File: src/rtl/cpu_pkg.sv
// Shared CPU datapath definitions: register-file sequencer states and default widths.
package cpu_pkg;

    // Register-file sequencer states.
    typedef enum logic {
        CLEAR = 1'b0,
        READY = 1'b1
    } regfile_state_t;

    // Default datapath register width.
    localparam int unsigned CPU_DATA_W = 8;

endpackage

File: src/rtl/cpu_regfile_clr_seq.sv
// Clear sequencer for the CPU register file: walks a pointer over every entry
// after reset or on request, and reports when the file is usable.
module cpu_regfile_clr_seq
    import cpu_pkg::*;
#(
    parameter int unsigned DEPTH  = 8,
    parameter int unsigned ADDR_W = $clog2(DEPTH)
) (
    input  logic              clk,
    input  logic              rst,
    input  logic              clr,
    output logic              ready,
    output logic              clr_we,
    output logic [ADDR_W-1:0] clr_addr
);

    localparam logic [ADDR_W-1:0] LAST = ADDR_W'(DEPTH - 1);

    regfile_state_t    state, state_nx;
    logic [ADDR_W-1:0] ptr, ptr_nx;

    // State and clear-pointer registers; reset restarts the clear from entry 0.
    always_ff @(posedge clk or negedge rst) begin
        if (!rst) begin
            state <= CLEAR;
            ptr   <= '0;
        end else begin
            state <= state_nx;
            ptr   <= ptr_nx;
        end
    end

    // Next state: step through entries while clearing, re-enter clear on request.
    always_comb begin
        state_nx = state;
        ptr_nx   = ptr;
        case (state)
            CLEAR: begin
                if (ptr == LAST) begin
                    state_nx = READY;
                    ptr_nx   = '0;
                end else begin
                    ptr_nx = ptr + ADDR_W'(1);
                end
            end
            READY: begin
                if (clr) begin
                    state_nx = CLEAR;
                    ptr_nx   = '0;
                end
            end
            default: begin
                state_nx = CLEAR;
                ptr_nx   = '0;
            end
        endcase
    end

    // ready and the clear-write port come straight from registers.
    assign ready    = (state == READY);
    assign clr_we   = (state == CLEAR);
    assign clr_addr = ptr;

endmodule

File: src/rtl/cpu_regfile.sv
// CPU register file: one write port, two registered read ports with write-first
// bypass, optional hard-wired zero register, and a built-in clear sequencer.
module cpu_regfile
    import cpu_pkg::*;
#(
    parameter int unsigned DATA_W   = CPU_DATA_W,
    parameter int unsigned DEPTH    = 8,
    parameter int unsigned ADDR_W   = $clog2(DEPTH),
    parameter bit          ZERO_REG = 1'b0
) (
    input  logic              clk,
    input  logic              rst,
    input  logic              clr,
    output logic              ready,
    input  logic              wr_en,
    input  logic [ADDR_W-1:0] wr_addr,
    input  logic [DATA_W-1:0] wr_data,
    input  logic              rd_en_a,
    input  logic [ADDR_W-1:0] rd_addr_a,
    output logic [DATA_W-1:0] rd_data_a,
    input  logic              rd_en_b,
    input  logic [ADDR_W-1:0] rd_addr_b,
    output logic [DATA_W-1:0] rd_data_b
);

    logic [DATA_W-1:0] mem [DEPTH];

    logic              clr_we;
    logic [ADDR_W-1:0] clr_addr;
    logic              busy;
    logic              wr_ok;
    logic [DATA_W-1:0] rd_nx_a, rd_nx_b;

    // An address names a real, writable entry: in range and not the zero register.
    function automatic logic addr_ok(input logic [ADDR_W-1:0] a);
        return ({1'b0, a} < (ADDR_W + 1)'(DEPTH)) && !(ZERO_REG && (a == '0));
    endfunction

    cpu_regfile_clr_seq #(
        .DEPTH  (DEPTH),
        .ADDR_W (ADDR_W)
    ) u_clr_seq (
        .clk      (clk),
        .rst      (rst),
        .clr      (clr),
        .ready    (ready),
        .clr_we   (clr_we),
        .clr_addr (clr_addr)
    );

    // While clearing, or on the edge a clear is accepted, writes drop and reads return 0.
    always_comb begin
        busy    = !ready || clr;
        wr_ok   = wr_en && !busy && addr_ok(wr_addr);
        rd_nx_a = '0;
        rd_nx_b = '0;
        if (!busy && addr_ok(rd_addr_a)) begin
            rd_nx_a = (wr_ok && (wr_addr == rd_addr_a)) ? wr_data : mem[rd_addr_a];
        end
        if (!busy && addr_ok(rd_addr_b)) begin
            rd_nx_b = (wr_ok && (wr_addr == rd_addr_b)) ? wr_data : mem[rd_addr_b];
        end
    end

    // Storage array: the sequencer's clear write or the accepted user write; no reset.
    always_ff @(posedge clk) begin
        if (clr_we) begin
            mem[clr_addr] <= '0;
        end else if (wr_ok) begin
            mem[wr_addr] <= wr_data;
        end
    end

    // Registered read ports load only when enabled and hold otherwise.
    always_ff @(posedge clk or negedge rst) begin
        if (!rst) begin
            rd_data_a <= '0;
            rd_data_b <= '0;
        end else begin
            if (rd_en_a) rd_data_a <= rd_nx_a;
            if (rd_en_b) rd_data_b <= rd_nx_b;
        end
    end

endmodule

File: config.mk
export PLATFORM = sky130hd
export DESIGN_NAME = cpu_regfile
export DESIGN_NICKNAME = d
export VERILOG_FILES = /design/src/rtl/cpu_pkg.sv /design/src/rtl/cpu_regfile_clr_seq.sv /design/src/rtl/cpu_regfile.sv
export SDC_FILE = /design/constraint.sdc
export NUM_CORES = 1
export LEC_CHECK = 0
export ABC_AREA = 1
export BUFFER_PORTS_ARGS = -buffer_cell sky130_fd_sc_hd__buf_4
export CAP_MARGIN = 10
export CORE_MARGIN = 1
export CORE_UTILIZATION = 60
export CTS_BUF_LIST = sky130_fd_sc_hd__clkbuf_8
export CTS_CLUSTER_DIAMETER = 150
export DETAILED_ROUTE_END_ITERATION = 10
export GPL_TIMING_DRIVEN = 0
export PLACE_DENSITY = 0.8
export SLEW_MARGIN = 20
export SYNTH_ARGS = -nofsm -noshare
export SYNTH_HDL_FRONTEND = slang
export SYNTH_SLANG_ARGS = --single-unit
File: constraint.sdc
create_clock -name clk -period 3.6 [get_ports clk]
set_input_delay 1.08 -clock clk [delete_from_list [all_inputs] [get_ports clk]]
set_output_delay 1.08 -clock clk [all_outputs]
set_load 0.05 [all_outputs]
# Word level (Yosys, flattened, before mapping)
# Memory sizes are Yosys's and may differ from the RTL's.
# Index checks and enable logic that the tools add are counted.
# W data, S select, Z words.
[word_totals]
ff_bits = 20
ramBits = 64
in_bits = 23
wordCells = 35
mem_count = 1
[memory_table]
columns = ["name", "words", "width", "read_ports", "rd_clocked_by_memory_dff", "write_ports", "line", "rtl"]
rows = [
  ["mem", 8, 8, 2, 0, 1, "cpu_regfile.sv:26", "logic [DATA_W-1:0] mem [DEPTH];"],
]
[classes]
n_addsub = 1
n_eq_ne = 4
mux = 17
bitwise_logic = 1
n_reduce_logical = 7
[op_table]
columns = ["op", "count"]
rows = [
  ["$mux W8", 5],
  ["$mux W3", 3],
  ["$reduce_or A8 Y1", 1],
  ["$mux W1", 7],
  ["$eq A3 B3 Y1", 2],
  ["$pmux W3 S2", 1],
  ["$add A3 B1 Y3 const B", 1],
  ["$eq A3 B3 Y1 const B", 1],
  ["$logic_and A1 B1 Y1", 3],
  ["$logic_not A1 Y1", 2],
  ["$ne A2 B2 Y1 const B", 1],
  ["$pmux W1 S2", 1],
  ["$logic_or A1 B1 Y1", 1],
  ["$not A1 Y1", 1],
]

# Depth between registers and ports, before layout
[depth]
word_depth = 9
ltp_mapped = 10
depth_no_buf = 9

# Modules after synthesis
# From an unflattened synthesis, not the netlist that was laid out.
[unflattened]
cells_unflattened = 542
area_unflattened_um2 = 4575.6
[modules_own_cells]
columns = ["module", "n_inst", "cells_per_inst", "area_per_inst_um2"]
rows = [
  ["cpu_regfile", 1, 522, 4393.0],
  ["cpu_regfile_clr_seq", 1, 20, 182.7],
]

# Worst setup path before layout
# No wires, ideal clock.
[synth_timing]
kind = "input to register"
from = "in clr"
to = "mem mem[0][0] in the netlist's numbering, enable pin"
setup_time_ns = 0.370
arrival_ns = 2.080
t_required_ns = 3.230
path_slack_ns = 1.149
path_stages = 6
path_buffers = 1
path_cell_list = "inv_2 > nand3_4 > buf_6 > o21ai_2 > nand2_2 > nor2_1"
[synth_between]
elab_chain_cells = 8
word_cells_on_any_way = 9
cone_classes = "5 x mux; 4 x reduce/logical"
[synth_lines]
columns = ["element", "line", "rtl"]
rows = [
  ["start, declared", "cpu_regfile.sv:13", "input logic clr,"],
  ["$logic_or A1 B1 Y1 *", "cpu_regfile.sv:53", "busy = !ready || clr;"],
  ["$logic_not A1 Y1 *", "-", ""],
  ["$logic_and A1 B1 Y1 *", "cpu_regfile.sv:54", "wr_ok = wr_en && !busy && addr_ok(wr_addr);"],
  ["$mux W1 *", "cpu_regfile.sv:69", "end else if (wr_ok) begin"],
  ["$mux W1 *", "cpu_regfile.sv:67", "if (clr_we) begin"],
  ["$mux W1 (not written as such) *", "cpu_regfile.sv:70", "mem[wr_addr] <= wr_data;"],
  ["$reduce_or A8 Y1 (no line)", "-", ""],
  ["$mux W3 (no line) or $mux W1 (tied branches)", "-", ""],
  ["end, declared", "cpu_regfile.sv:26", ""],
]
# Mark *: on every way between the ends. The rest lies on a longest branch, timed or not.

# Worst setup path in the final report
[layout_timing]
from = "in clr"
to = "mem mem[7][5] in the netlist's numbering, enable pin"
# Same word-level chain as after synthesis.

==> results.toml <==
[sta]
skew_ns = 0.0110
maxSlewHeadroom = 0.421
setup-tns-final_ns = 0
rsz0062_at_grt = "false"
hold_violations = 0
period_share = 0.700
slew_violations = 0
layout_min_cycle_time_ns = 2.52
setup_violations = 0
tightestPinTransition_ns = 0.865
fmax_ghz = 0.397
fin_ws_ns = 1.08

[finish]
synthToLayoutAreaGrowth_pct = 13.0
nFillCells = 577
multi_input_area_sq_mm = 0.00185
drive_gt1_frac = 0.193
n_antenna_cell = 0
register_area_sq_mm = 0.00242
finalNetCount = 606

[placement]
preCtsSetupSlack_ns = 0.659
portBuffers = 33
dp_hpwl_microns = 8730
gp_congestion = 0.918

[drt]
wirelength_microns = 12300
drc = 0
wl_per_cell_microns = 17.9
num_vias = 3982
first_pass_iters = 5
initialDrtViolationCount = 480
vias_per_cell = 5.81
drtAntennaViolNets = 0

[synthesis]
syn_nets = 562
ys_ff_latch = 84
ys_seq_area_frac = 0.530
yosysTopAreaCellShare = 0.420
ys_top_cells_by_area = "edfxtp_1 (42%), nand2_1 (18%), nand3_1 (13%), dfrtp_1 (11%), nand3_2 (3.5%)"
yosysTopAreaCell = "edfxtp_1"
yosysWarnings = 0
synthCells = 537
syn_area_per_cell_sq_um = 8.52
synth.distinct_cells = 23
netlist_area_sq_mm = 0.00457

[clock_network]
post_cts_buffers = 0
htree_levels = 3
clk_pin_slew_ns = 0.09
cts_buffer_depth = 2
cts_resized = 0
postCtsHoldBufs = 0
clock-sinks = 84
cts_root_buf = "clkbuf_8"
clock_latency_ns = 0.37
cts-buffers-inserted = 9
cts_tree = "done"

[setup_path]
criticalPathCategory = "in2reg"
cpLargestDelayFamily = "simple AND/OR/NAND/NOR gates"
max_stage_delay_ns = 0.63
cp_slowest_cell = "nor2_1"
crit_buf_inv = 2
end_kind = "register"
worstPathMaxFanout = 9
critPathLaunchType = "input port"
path_depth = 6
critPathLaunch = "clr"
cp.arrival_ns = 2.51
worst_ep_required_time_ns = 3.59
cp_cell_sequence = "buf_4, inv_2, nand3_4, o21ai_1, nand2_1, nor2_1"
rr_startpoint = "u_clr_seq.ready"
r2r_slack_ns = 1.47
reg2reg_depth = 5
rr_endpoint = "mem[7][5]"

[power_and_ir_drop]
swShare = 0.366
leakage_nw = 2.50
pwr-share-comb = 0.299
p_int_w = 0.00205
pwr_density_cell_mw_per_mm2 = 626
p_switching_w = 0.00118
seqPwrFrac = 0.467
fin_total_pwr_w = 0.00323
peakVddDrop_mv = 0.362
clkPwrFrac = 0.234

[die]
fp.dieArea_sq_mm = 0.00798
fp.dieH_microns = 89.3
start_util = 0.627
num_rows = 31
core_area_sq_mm = 0.00729
die_w_microns = 89.3
io_pins = 40

[outcome]
status = "complete, no violations"

[min_path]
hold_path.startpoint = "rd_data_b[1]"
worstHoldEndpoint = "rd_data_b[1]"
hold_path.class = "reg2reg"
whs_path_depth = 2

[global_routing]
grtUsageTotal = 0.325
grt_pass1_wl_microns = 18400
antenna_found_initial = 0
grt_pass1_vias = 3584
grt_max_degree = 21
overflow = 0

[job]
maxCapViolCount = 0
[cell families after synthesis]
group	after synthesis	share of synthesized area
AND/OR/NAND/NOR	380	0.390
adder cells (fa/ha/maj)	2	0.00547
AO/OA/AOI/OAI	6	0.00903
flip-flops	84	0.530
buffers and inverters	65	0.0662
[final cells by class]
class,count,area share
flip-flops and latches,84,0.469
inverters,41,0.0317
plain buffers,24,0.0269
well taps,99,0.0240
clock inverters,7,0.0189
clock buffers,9,0.0240
multi-input cells,388,0.358
repair buffers,33,0.0480
[stage by stage]
step,utilization,hold slack [ns],std cells,instance area (sq um)
after floorplan,-,0.497,537,4570
after global placement,0.678,0.465,669,4940
after detailed placement,0.678,0.470,669,4940
after CTS,0.708,0.491,685,5170
after global routing,0.708,0.493,685,5170
final,0.708,0.487,685,5170
[power groups by stage]
| stage | sequential (W) | clock, W | combinational, W |
|---|---|---|---|
| 2_1_floorplan | 0.00159 | 0 | 0.000578 |
| 3_3_place_gp | 0.00151 | 0 | 0.000926 |
| 3_5_place_dp | 0.00152 | 0 | 0.000953 |
| 4_1_cts | 0.00151 | 0.000749 | 0.000959 |
| 6_report | 0.00151 | 0.000756 | 0.000968 |
| 5_1_grt | 0.00154 | 0.000787 | 0.00105 |
[cells in the final DEF (no fill, tap or decap), drive strengths merged]
cell type and count:
clkinv 4, o211ai 1, bufinv 2, clkinvlp 1, o21ai 5, clkbuf 9
edfxtp 64, inv 41, ha 2, nand3 132, nand2 226, nor2 22
buf 57, dfrtp 20
[synthesized netlist by cell type]
library cell,instances
o21ai_0,2
nor2_8,4
inv_4,4
buf_4,5
inv_2,5
nand3_1,115
nand2_2,5
nand2_4,2
nand3_4,1
nand2_1,219
nor2_1,16
clkinv_1,2
edfxtp_1,64
o21ai_2,1
nand3_2,16
inv_1,30
o211ai_2,1
o21ai_1,2
ha_1,2
dfrtp_1,20
buf_2,18
nor2_2,2
buf_6,1
[how the worst max path moves through the flow]
stage                           end  slack [ns]
after floorplan           mem[0][0]        1.15
after global placement    mem[6][4]        0.69
after detailed placement  mem[6][4]        0.66
after CTS                 mem[6][3]        1.03
after global routing      mem[7][3]        0.97
final                     mem[7][5]        1.08
[metal layers]
metal	vias up	track usage	part of all wire
li1	1852	-	-
met1	1783	0.452	0.40
met2	302	0.505	0.45
met3	45	0.0462	0.11
met4	0	0.160	0.037
met5	-	0	0
[flip-flops by register name, summed over array words and instances, names as in the netlist]
register / flops
u_clr_seq.clr_addr: 3
u_clr_seq.ready: 1
rd_data_b: 8
mem: 64
rd_data_a: 8
[worst register-to-register path, cell delays in order (launching register included)]
cell     delay (ns)
dfrtp_1        0.35
buf_4          0.16
nand3_4        0.19
o21ai_1        0.31
nand2_1        0.11
nor2_1         0.63
Power figures use the tool's default switching activity.
